## src/rtl/pipe_pkg.sv

```systemverilog
// Shared pipeline types and widths for the fetch/decode front end.
// Pure declarations: no logic, no latency.
package pipe_pkg;

  localparam int I = 24;
  localparam int P = 16;
  localparam logic [P-1:0] RESET_PC = '0;
  localparam logic [I-1:0] NOP_INSTR = '0;

  typedef enum logic [1:0] {
    REQ   = 2'd0,
    HOLD  = 2'd1,
    DRAIN = 2'd2
  } fetch_state_t;

endpackage

```

## src/rtl/fetch_stage_if.sv

```systemverilog
// Instruction-memory port plus IF/ID outputs and decode/redirect controls.
// master = fetch stage side; slave = memory/decode side.
interface fetch_stage_if #(
  parameter int I = pipe_pkg::I,
  parameter int P = pipe_pkg::P
);

  logic         imem_req_o;
  logic [P-1:0] imem_addr_o;
  logic         imem_ack_i;
  logic [I-1:0] imem_rdata_i;
  logic         stall_i;
  logic         br_take_i;
  logic [P-1:0] br_target_i;
  logic [I-1:0] instr_o;
  logic [P-1:0] next_pc_o;
  logic         valid_o;

  modport master (
    output imem_req_o, imem_addr_o, instr_o, next_pc_o, valid_o,
    input  imem_ack_i, imem_rdata_i, stall_i, br_take_i, br_target_i
  );

  modport slave (
    input  imem_req_o, imem_addr_o, instr_o, next_pc_o, valid_o,
    output imem_ack_i, imem_rdata_i, stall_i, br_take_i, br_target_i
  );

endinterface

```

## src/rtl/if_id_reg.sv

```systemverilog
// IF/ID pipeline register: flush > load > bubble > hold, one-cycle latency.
// Holds contents whenever no control is active, which is how stall is applied.
module if_id_reg #(
  parameter int I = pipe_pkg::I,
  parameter int P = pipe_pkg::P
) (
  input  logic         clk,
  input  logic         rst,
  input  logic         load,
  input  logic         flush,
  input  logic         bubble,
  input  logic [I-1:0] instr_d,
  input  logic [P-1:0] npc_d,
  output logic [I-1:0] instr_q,
  output logic [P-1:0] npc_q,
  output logic         valid_q
);
  import pipe_pkg::*;

  always_ff @(posedge clk or posedge rst) begin
    if (rst) begin
      instr_q <= I'(NOP_INSTR);
      npc_q   <= '0;
      valid_q <= 1'b0;
    end else if (flush) begin
      instr_q <= I'(NOP_INSTR);
      npc_q   <= '0;
      valid_q <= 1'b0;
    end else if (load) begin
      instr_q <= instr_d;
      npc_q   <= npc_d;
      valid_q <= 1'b1;
    end else if (bubble) begin
      valid_q <= 1'b0;
    end
  end

endmodule

```

## src/rtl/fetch_stage.sv

```systemverilog
// Fetch stage: PC, single-outstanding imem FSM, skid buffer and IF/ID register.
// One instr/cycle with 0-wait memory; stall parks an arrived word in the skid buffer.
module fetch_stage #(
  parameter int           I        = pipe_pkg::I,
  parameter int           P        = pipe_pkg::P,
  parameter logic [P-1:0] RESET_PC = P'(pipe_pkg::RESET_PC)
) (
  input  logic             clk,
  input  logic             rst,
  fetch_stage_if.master    bus
);
  import pipe_pkg::*;

  fetch_state_t state, state_n;
  logic [P-1:0] pc, pc_n, pc_inc;
  logic [P-1:0] drain_addr, drain_n;
  logic [I-1:0] skid_instr;
  logic [P-1:0] skid_npc;
  logic         skid_ld;
  logic         ifid_load, ifid_flush, ifid_bubble, ifid_from_skid;
  logic [I-1:0] ifid_instr_d;
  logic [P-1:0] ifid_npc_d;

  assign pc_inc = pc + P'(1);

  always_ff @(posedge clk or posedge rst) begin
    if (rst) begin
      state      <= REQ;
      pc         <= RESET_PC;
      drain_addr <= '0;
      skid_instr <= '0;
      skid_npc   <= '0;
    end else begin
      state      <= state_n;
      pc         <= pc_n;
      drain_addr <= drain_n;
      if (bus.br_take_i) begin
        skid_instr <= '0;
        skid_npc   <= '0;
      end else if (skid_ld) begin
        skid_instr <= bus.imem_rdata_i;
        skid_npc   <= pc_inc;
      end
    end
  end

  always_comb begin
    state_n        = state;
    pc_n           = pc;
    drain_n        = drain_addr;
    skid_ld        = 1'b0;
    ifid_load      = 1'b0;
    ifid_flush     = 1'b0;
    ifid_bubble    = 1'b0;
    ifid_from_skid = 1'b0;
    if (bus.br_take_i) begin
      ifid_flush = 1'b1;
      pc_n       = bus.br_target_i;
      case (state)
        // An unacknowledged request must still complete before the new address is issued.
        REQ: begin
          if (bus.imem_ack_i) begin
            state_n = REQ;
          end else begin
            drain_n = pc;
            state_n = DRAIN;
          end
        end
        HOLD:    state_n = REQ;
        default: state_n = DRAIN;
      endcase
    end else begin
      case (state)
        REQ: begin
          if (bus.imem_ack_i) begin
            pc_n = pc_inc;
            if (bus.stall_i) begin
              skid_ld = 1'b1;
              state_n = HOLD;
            end else begin
              ifid_load = 1'b1;
            end
          end else if (!bus.stall_i) begin
            ifid_bubble = 1'b1;
          end
        end
        HOLD: begin
          if (!bus.stall_i) begin
            ifid_load      = 1'b1;
            ifid_from_skid = 1'b1;
            state_n        = REQ;
          end
        end
        default: begin
          ifid_bubble = 1'b1;
          if (bus.imem_ack_i) state_n = REQ;
        end
      endcase
    end
  end

  assign ifid_instr_d    = ifid_from_skid ? skid_instr : bus.imem_rdata_i;
  assign ifid_npc_d      = ifid_from_skid ? skid_npc   : pc_inc;
  assign bus.imem_req_o  = !rst && (state != HOLD);
  assign bus.imem_addr_o = (state == DRAIN) ? drain_addr : pc;

  if_id_reg #(.I(I), .P(P)) u_if_id (
    .clk     (clk),
    .rst     (rst),
    .load    (ifid_load),
    .flush   (ifid_flush),
    .bubble  (ifid_bubble),
    .instr_d (ifid_instr_d),
    .npc_d   (ifid_npc_d),
    .instr_q (bus.instr_o),
    .npc_q   (bus.next_pc_o),
    .valid_q (bus.valid_o)
  );

endmodule

```

## src/flat_wrapper.sv

```systemverilog
// flat-port wrapper written by rule: the top's interface ports become plain ports
module fetch_stage_flat import pipe_pkg::*;
#(
  parameter int           I        = pipe_pkg::I,
  parameter int           P        = pipe_pkg::P,
  parameter logic [P-1:0] RESET_PC = P'(pipe_pkg::RESET_PC)
)
  (clk, rst, bus_imem_req_o, bus_imem_addr_o, bus_instr_o, bus_next_pc_o, bus_valid_o, bus_imem_ack_i, bus_imem_rdata_i, bus_stall_i, bus_br_take_i, bus_br_target_i);
  fetch_stage_if #(.I(I), .P(P)) bus_i ();
  input  logic clk;
  input  logic rst;
  output wire logic [$bits(bus_i.imem_req_o)-1:0] bus_imem_req_o;
  output wire logic [$bits(bus_i.imem_addr_o)-1:0] bus_imem_addr_o;
  output wire logic [$bits(bus_i.instr_o)-1:0] bus_instr_o;
  output wire logic [$bits(bus_i.next_pc_o)-1:0] bus_next_pc_o;
  output wire logic [$bits(bus_i.valid_o)-1:0] bus_valid_o;
  input wire logic [$bits(bus_i.imem_ack_i)-1:0] bus_imem_ack_i;
  input wire logic [$bits(bus_i.imem_rdata_i)-1:0] bus_imem_rdata_i;
  input wire logic [$bits(bus_i.stall_i)-1:0] bus_stall_i;
  input wire logic [$bits(bus_i.br_take_i)-1:0] bus_br_take_i;
  input wire logic [$bits(bus_i.br_target_i)-1:0] bus_br_target_i;
  assign bus_imem_req_o = bus_i.imem_req_o;
  assign bus_imem_addr_o = bus_i.imem_addr_o;
  assign bus_instr_o = bus_i.instr_o;
  assign bus_next_pc_o = bus_i.next_pc_o;
  assign bus_valid_o = bus_i.valid_o;
  assign bus_i.imem_ack_i = bus_imem_ack_i;
  assign bus_i.imem_rdata_i = bus_imem_rdata_i;
  assign bus_i.stall_i = bus_stall_i;
  assign bus_i.br_take_i = bus_br_take_i;
  assign bus_i.br_target_i = bus_br_target_i;
  fetch_stage #(.I(I), .P(P), .RESET_PC(RESET_PC)) u_core (.clk(clk), .rst(rst), .bus(bus_i));
endmodule
```

## config.mk

```make
export PLATFORM = sky130hd
export DESIGN_NAME = fetch_stage_flat
export DESIGN_NICKNAME = d
export VERILOG_FILES = /design/src/rtl/pipe_pkg.sv /design/src/rtl/fetch_stage_if.sv /design/src/rtl/if_id_reg.sv /design/src/rtl/fetch_stage.sv /design/src/flat_wrapper.sv
export SDC_FILE = /design/constraint.sdc
export NUM_CORES = 1
export LEC_CHECK = 0
export BUFFER_PORTS_ARGS = -buffer_cell sky130_fd_sc_hd__buf_2
export CORE_MARGIN = 8
export CORE_UTILIZATION = 23
export DETAILED_ROUTE_END_ITERATION = 16
export SETUP_SLACK_MARGIN = 0.4
export SLEW_MARGIN = 30
export SYNTH_ARGS = -nofsm -noshare
export SYNTH_HDL_FRONTEND = slang
export SYNTH_SLANG_ARGS = --single-unit
```

## constraint.sdc

```tcl
create_clock -name clk -period 4 [get_ports clk]
set_input_delay 0.4 -clock clk [delete_from_list [all_inputs] [get_ports clk]]
set_output_delay 0.4 -clock clk [all_outputs]
set_load 0.05 [all_outputs]
```

# After elaboration in Yosys (flattened, before gate mapping)

Cells that the tools add are included.

Output and inout port bits: 58
Bits in latches: 0
Logic and storage cells: 67
Input bits: 45
ROM bits: 0
Memories: 0
Flip-flop bits (word level): 115
Memory bits (writable): 0

Bitwise logic cells: 1
Div/mod/pow operators: 0
Reductions and logical operators: 12
Multipliers: 0
Shift operators: 0
Eq/ne operators: 6
Muxes and demuxes: 39
Magnitude comparators: 0
Add/sub/neg operators: 1

Operator list:

| operator              | number |
|---|---|
| $mux 16               | 9 |
| $mux 24               | 5 |
| $add 16x1->16 const B | 1 |
| $mux 1                | 15 |
| $mux 2                | 6 |
| $ne 3x3->1 const B    | 3 |
| $pmux 2 s2            | 2 |
| $reduce_bool 2->1     | 4 |
| $reduce_bool 3->1     | 2 |
| $pmux 1 s2            | 2 |
| $reduce_and 4->1      | 1 |
| $reduce_and 3->1      | 1 |
| $eq 2x1->1 const B    | 1 |
| $eq 2x2->1 const B    | 1 |
| $logic_not 2->1       | 1 |
| $ne 2x1->1 const B    | 1 |
| $reduce_and 2->1      | 1 |
| $logic_and 1x1->1     | 1 |
| $logic_not 1->1       | 1 |
| $not 1->1             | 1 |

# Logic depth before layout (Yosys ltp)

Depth in word-level cells: 7
Gate-level depth with buffers: 8

# By module

A second synthesis with hierarchy kept.

Cell total of the unflattened synthesis: 621
Area, all modules: 5909.4 um2

By module, submodules not included:

| module      | seq. area each (um2) | area each (um2) | instances | cells an instance |
|---|---|---|---|---|
| fetch_stage | 1851.8               | 4191.5          | 1         | 486 |
| if_id_reg   | 1026.0               | 1717.9          | 1         | 135 |

# Worst setup path before layout

Ideal clock, no wire load.

Kind: reg-to-output
From: register u_core.state[1]
To: output bus_imem_addr_o[0]
Slack: 1.613 ns
Stages on the path, launching flop included: 6
Arrival time: 1.987 ns
Buffers on the path: 2
Path through: dfrtp_1 -> buf_6 -> inv_1 -> nor2_2 -> buf_2 -> o21ai_0

Word-level cells in the longest chain between the ends: 2

Ends and longest elaborated chain:

| item                   | line               | text |
|---|---|---|
| from (decl)            | fetch_stage.sv:14  | `fetch_state_t state, state_n;` |
| from (signal assigned) | fetch_stage.sv:34  | `state <= state_n;` |
| $eq 2x2->1             | fetch_stage.sv:105 | `assign bus.imem_addr_o = (state == DRAIN) ? drain_addr : pc;` |
| $mux 16                | fetch_stage.sv:105 |  |
| to (decl)              | flat_wrapper.sv:13 | `output wire logic [$bits(bus_i.imem_addr_o)-1:0] bus_imem_addr_o;` |

Every way passes these cells.

# Worst setup path after layout

From: register u_core.state[1]
To: output bus_imem_addr_o[10]

Same word-level chain as after synthesis.

==> summary.txt <==
Critical path
  – Critical Path Slowest Stage Cell: dfrtp_1
  – CP startpoint: u_core.state[1]$_DFFE_PP0P_
  – Largest stage delay on the critical path: approximately 590 ps
  – Crit path arrival time: 2300 ps
  – CP top delay family: flip-flops
  – CP Capture Type: output pin
  – Crit-path max FO: 17
  – CP required: roughly 3600 ps
  – FF-to-FF Start: u_core.state[1]$_DFFE_PP0P_
  – Worst Path Buf+Inv: 2
  – Critical-path cell list: inv_1 -> nor2_4 -> mux2_2 -> buf_2
  – Crit path kind: reg2out
  – Startpoint type of the worst setup path: flop

Synth
  – Post-synth top cells: 137 x nand2_1, 115 x dfrtp_1, 43 x o21ai_0
  – Register area share after synthesis: a little over half
  – Share of the synthesized area in the top cell type: 52.7%
  – Flops & latches, synth: 115
  – Avg Inst Size Synth: slightly below 10 µm²
  – Synthesized instance count: around 570
  – Async SR Flop Fraction: between 90% and 100%
  – Mapped Area: 0.00546 mm²
  – EDFF count, synth: 0
  – Cell accounting for the most synthesized area: dfrtp_1
  – Count leader, synth: nand2_1
  – Number of library cell types mapped by synthesis: 45
  – Ys flop type: dfrtp_1
  – Synth Warn #: 0
  – Top cells by area, synth: dfrtp_1 53%, nand2_1 9.4%, mux2_2 6.4%
  – Syn_nets: 612

Min path
  – Class of the worst hold path: in2async

Clock network
  – Post-CTS setup buffer count: 0
  – H-tree Lvls: 4
  – Post-CTS sizing: 0
  – Hold-fix buffers at CTS: 0
  – Clock Latency Late Sink: 410 ps
  – CTS sink count: 115
  – Reg clk slew, reported paths: approximately 60 ps
  – TritonCTS Buffers: 17
  – Max Root-Sink Buffers: 2
  – TritonCTS clock tree: yes
  – CTS Root Cell: clkbuf_16

Cells and area
  – Finished Cell Area: 0.00683 mm²
  – Final Non-Filler Cells: 978
  – Fraction of layout cells with a size suffix above 1: approximately 28%
  – Synth-to-Final Area Change: 25.1%
  – Ant diodes: 0
  – Nets: 692

STA
  – Setup-failing EPs final: 0
  – Clock Skews: 5.40 ps
  – Slew @ Worst Pin: 909 ps
  – Max_slew headroom: 39.4%
  – Post-Route Setup TNS: 0 ps
  – Period utilization: 67.4%
  – Final Hold Fails: 0
  – Fin crit period: between 2000 and 3000 ps
  – WHS: 186 ps
  – Slew Limit Fails: 0
  – RSZ-0062 raised after global routing: false
  – Achievable frequency: between 0.3 and 0.4 GHz

Power and ir drop
  – Cell internal pwr: 2.53 mW
  – Net Sw Frac: about 31%
  – NetSw: 1.12 mW
  – Max IR drop VDD: 0.000266 V
  – Total Power: 3.65 mW
  – Leak Pwr: 3.05 nW
  – Power density over the cells: 535 mW/mm²
  – Logic pwr share: 18.1%
  – Reg power frac: around 37%
  – Clock share of power: 44.5%

Floorplanning
  – Die area: 0.0289 mm²
  – Initial Utilization: 23.3%
  – Die width: about 170 µm
  – Row cnt: 56
  – Core Box Area: 0.0234 mm²
  – Die height: ~170 µm
  – I/O Pins: 103

Place
  – Port bufs: 102
  – Routability cong.: 0.776
  – Placed cell area: 0.00616 mm²
  – DP HPWL: between 10000 and 15000 µm
  – DP Cell Count: between 900 and 1000

GRT
  – First-pass GRT wire length: 24600 µm
  – Largest net degree at the start of global routing: 91
  – Initial antenna violation count: 0
  – GRT Util Overall: 10.9%
  – Grt ovf: 0
  – Vias in the first global route: 4266

Routing
  – ANT nets after route: 0
  – Iter 0 DRT Violations: 384
  – Via count: 4277
  – Routed WL per cell: 15.9 µm
  – DRC violations left: 0
  – Vias per cell: ~4.4
  – WL final: 15500 µm
  – TritonRoute pass-1 iters: 4

Outcome
  – Status: completed

Flow run
  – Max_cap viols: 0
==> cell usage in the layout (no fill, tap or decap), drive strengths merged <==
cell / netlist / routed
or3b: 1 / 1
clkinv: 0 / 6
mux2: 31 / 31
dfrtp: 115 / 115
xnor2: 18 / 18
and2: 1 / 1
o22ai: 26 / 26
mux2i: 1 / 1
o221ai: 12 / 12
and3: 3 / 3
inv: 3 / 6
clkinvlp: 0 / 2
nor3b: 2 / 2
a2111oi: 1 / 1
bufinv: 0 / 4
o31ai: 1 / 1
nor4: 3 / 3
buf: 24 / 109
nor4b: 1 / 1
nor2: 33 / 33
a211oi: 1 / 1
nand3: 10 / 10
nand3b: 2 / 2
and4: 2 / 2
or4: 1 / 1
xor2: 10 / 10
nor3: 15 / 15
nand2: 138 / 138
o21ai: 50 / 50
clkbuf: 24 / 17
a21boi: 1 / 1
nor2b: 1 / 1
ha: 1 / 1
a21oi: 30 / 30
nand4: 4 / 4
==> layer usage <==
layer / part of all wire, % / vias to the layer above / global-route usage (%)
met4: 0.51 / 0 / 2.75
met5: 0 / - / 0
li1: - / 2109 / -
met1: 47 / 2056 / 14.1
met3: 6.4 / 8 / 4.15
met2: 47 / 104 / 17.0
==> flip-flops by register name (all words and copies together), names as in the netlist <==
| register | cells |
|---|---|
| u_core.skid_instr | 24 |
| u_core.u_if_id.instr_q | 24 |
| u_core.drain_addr | 16 |
| u_core.pc | 16 |
| u_core.skid_npc | 16 |
| u_core.u_if_id.npc_q | 16 |
| u_core.state | 2 |
| u_core.u_if_id.valid_q | 1 |
==> worst reg2reg max path, cell delays in order, from the launching register on <==
cell      delay, ps
dfrtp_1         520
nor3b_4         500
and2_2          800
nor2_1          130
a211oi_2        220
==> kinds of logic after synthesis <==
logic type	share of synthesized area (%)
AO/OA/AOI/OAI	12.9
XOR/XNOR	4.49
adder cells (fa/ha/maj)	0.229
buffers and inverters	5.07
flip-flops	52.7
multiplexers	6.58
AND/OR/NAND/NOR	18.0
==> area by class of cell <==
type	instances	area, µm²
Multi-Input combinational cell	400	2320
Fill cell	2516	16600
Tap cell	319	399
Timing Repair Buffer	109	583
Inverter	3	16.3
Sequential cell	115	2880
Clock inverter	15	206
Clock buffer	17	425
==> worst paths after layout <==
check | endpoint | slack, ps | cells past startpoint
max | bus_imem_addr_o[10] | 1300 | 4
min reg2reg | u_core.u_if_id.npc_q[10]$_DFFE_PP0P_ | 460 | 2
min in group clk | u_core.pc[9]$_DFFE_PP0P_ | 200 | 3
min | u_core.skid_npc[9]$_DFFE_PP0P_ | 190 | 2
max reg2reg | u_core.skid_npc[14]$_DFFE_PP0P_ | 1750 | 4
max in group asynchronous | u_core.drain_addr[10]$_DFFE_PP0P_ | 2950 | 3
==> power groups by stage <==
stage / Combinational, mW / Clock, mW / Sequential (mW)
after CTS: 0.667 / 1.66 / 1.36
after global placement: 0.657 / 0 / 1.38
after floorplan: 0.480 / 0 / 1.41
after detailed placement: 0.665 / 0 / 1.38
after global routing: 0.716 / 1.72 / 1.38
final: 0.661 / 1.63 / 1.36
==> per-stage QoR <==
stage | worst slack (ps) | utilization (%)
global route | 1160 | 29.2
floorplan | 556 | -
CTS | 998 | 29.0
global placement | 1550 | 26.3
detailed placement | 1450 | 26.3
finish | 1300 | 29.2
Power figures use the tool's default switching activity.
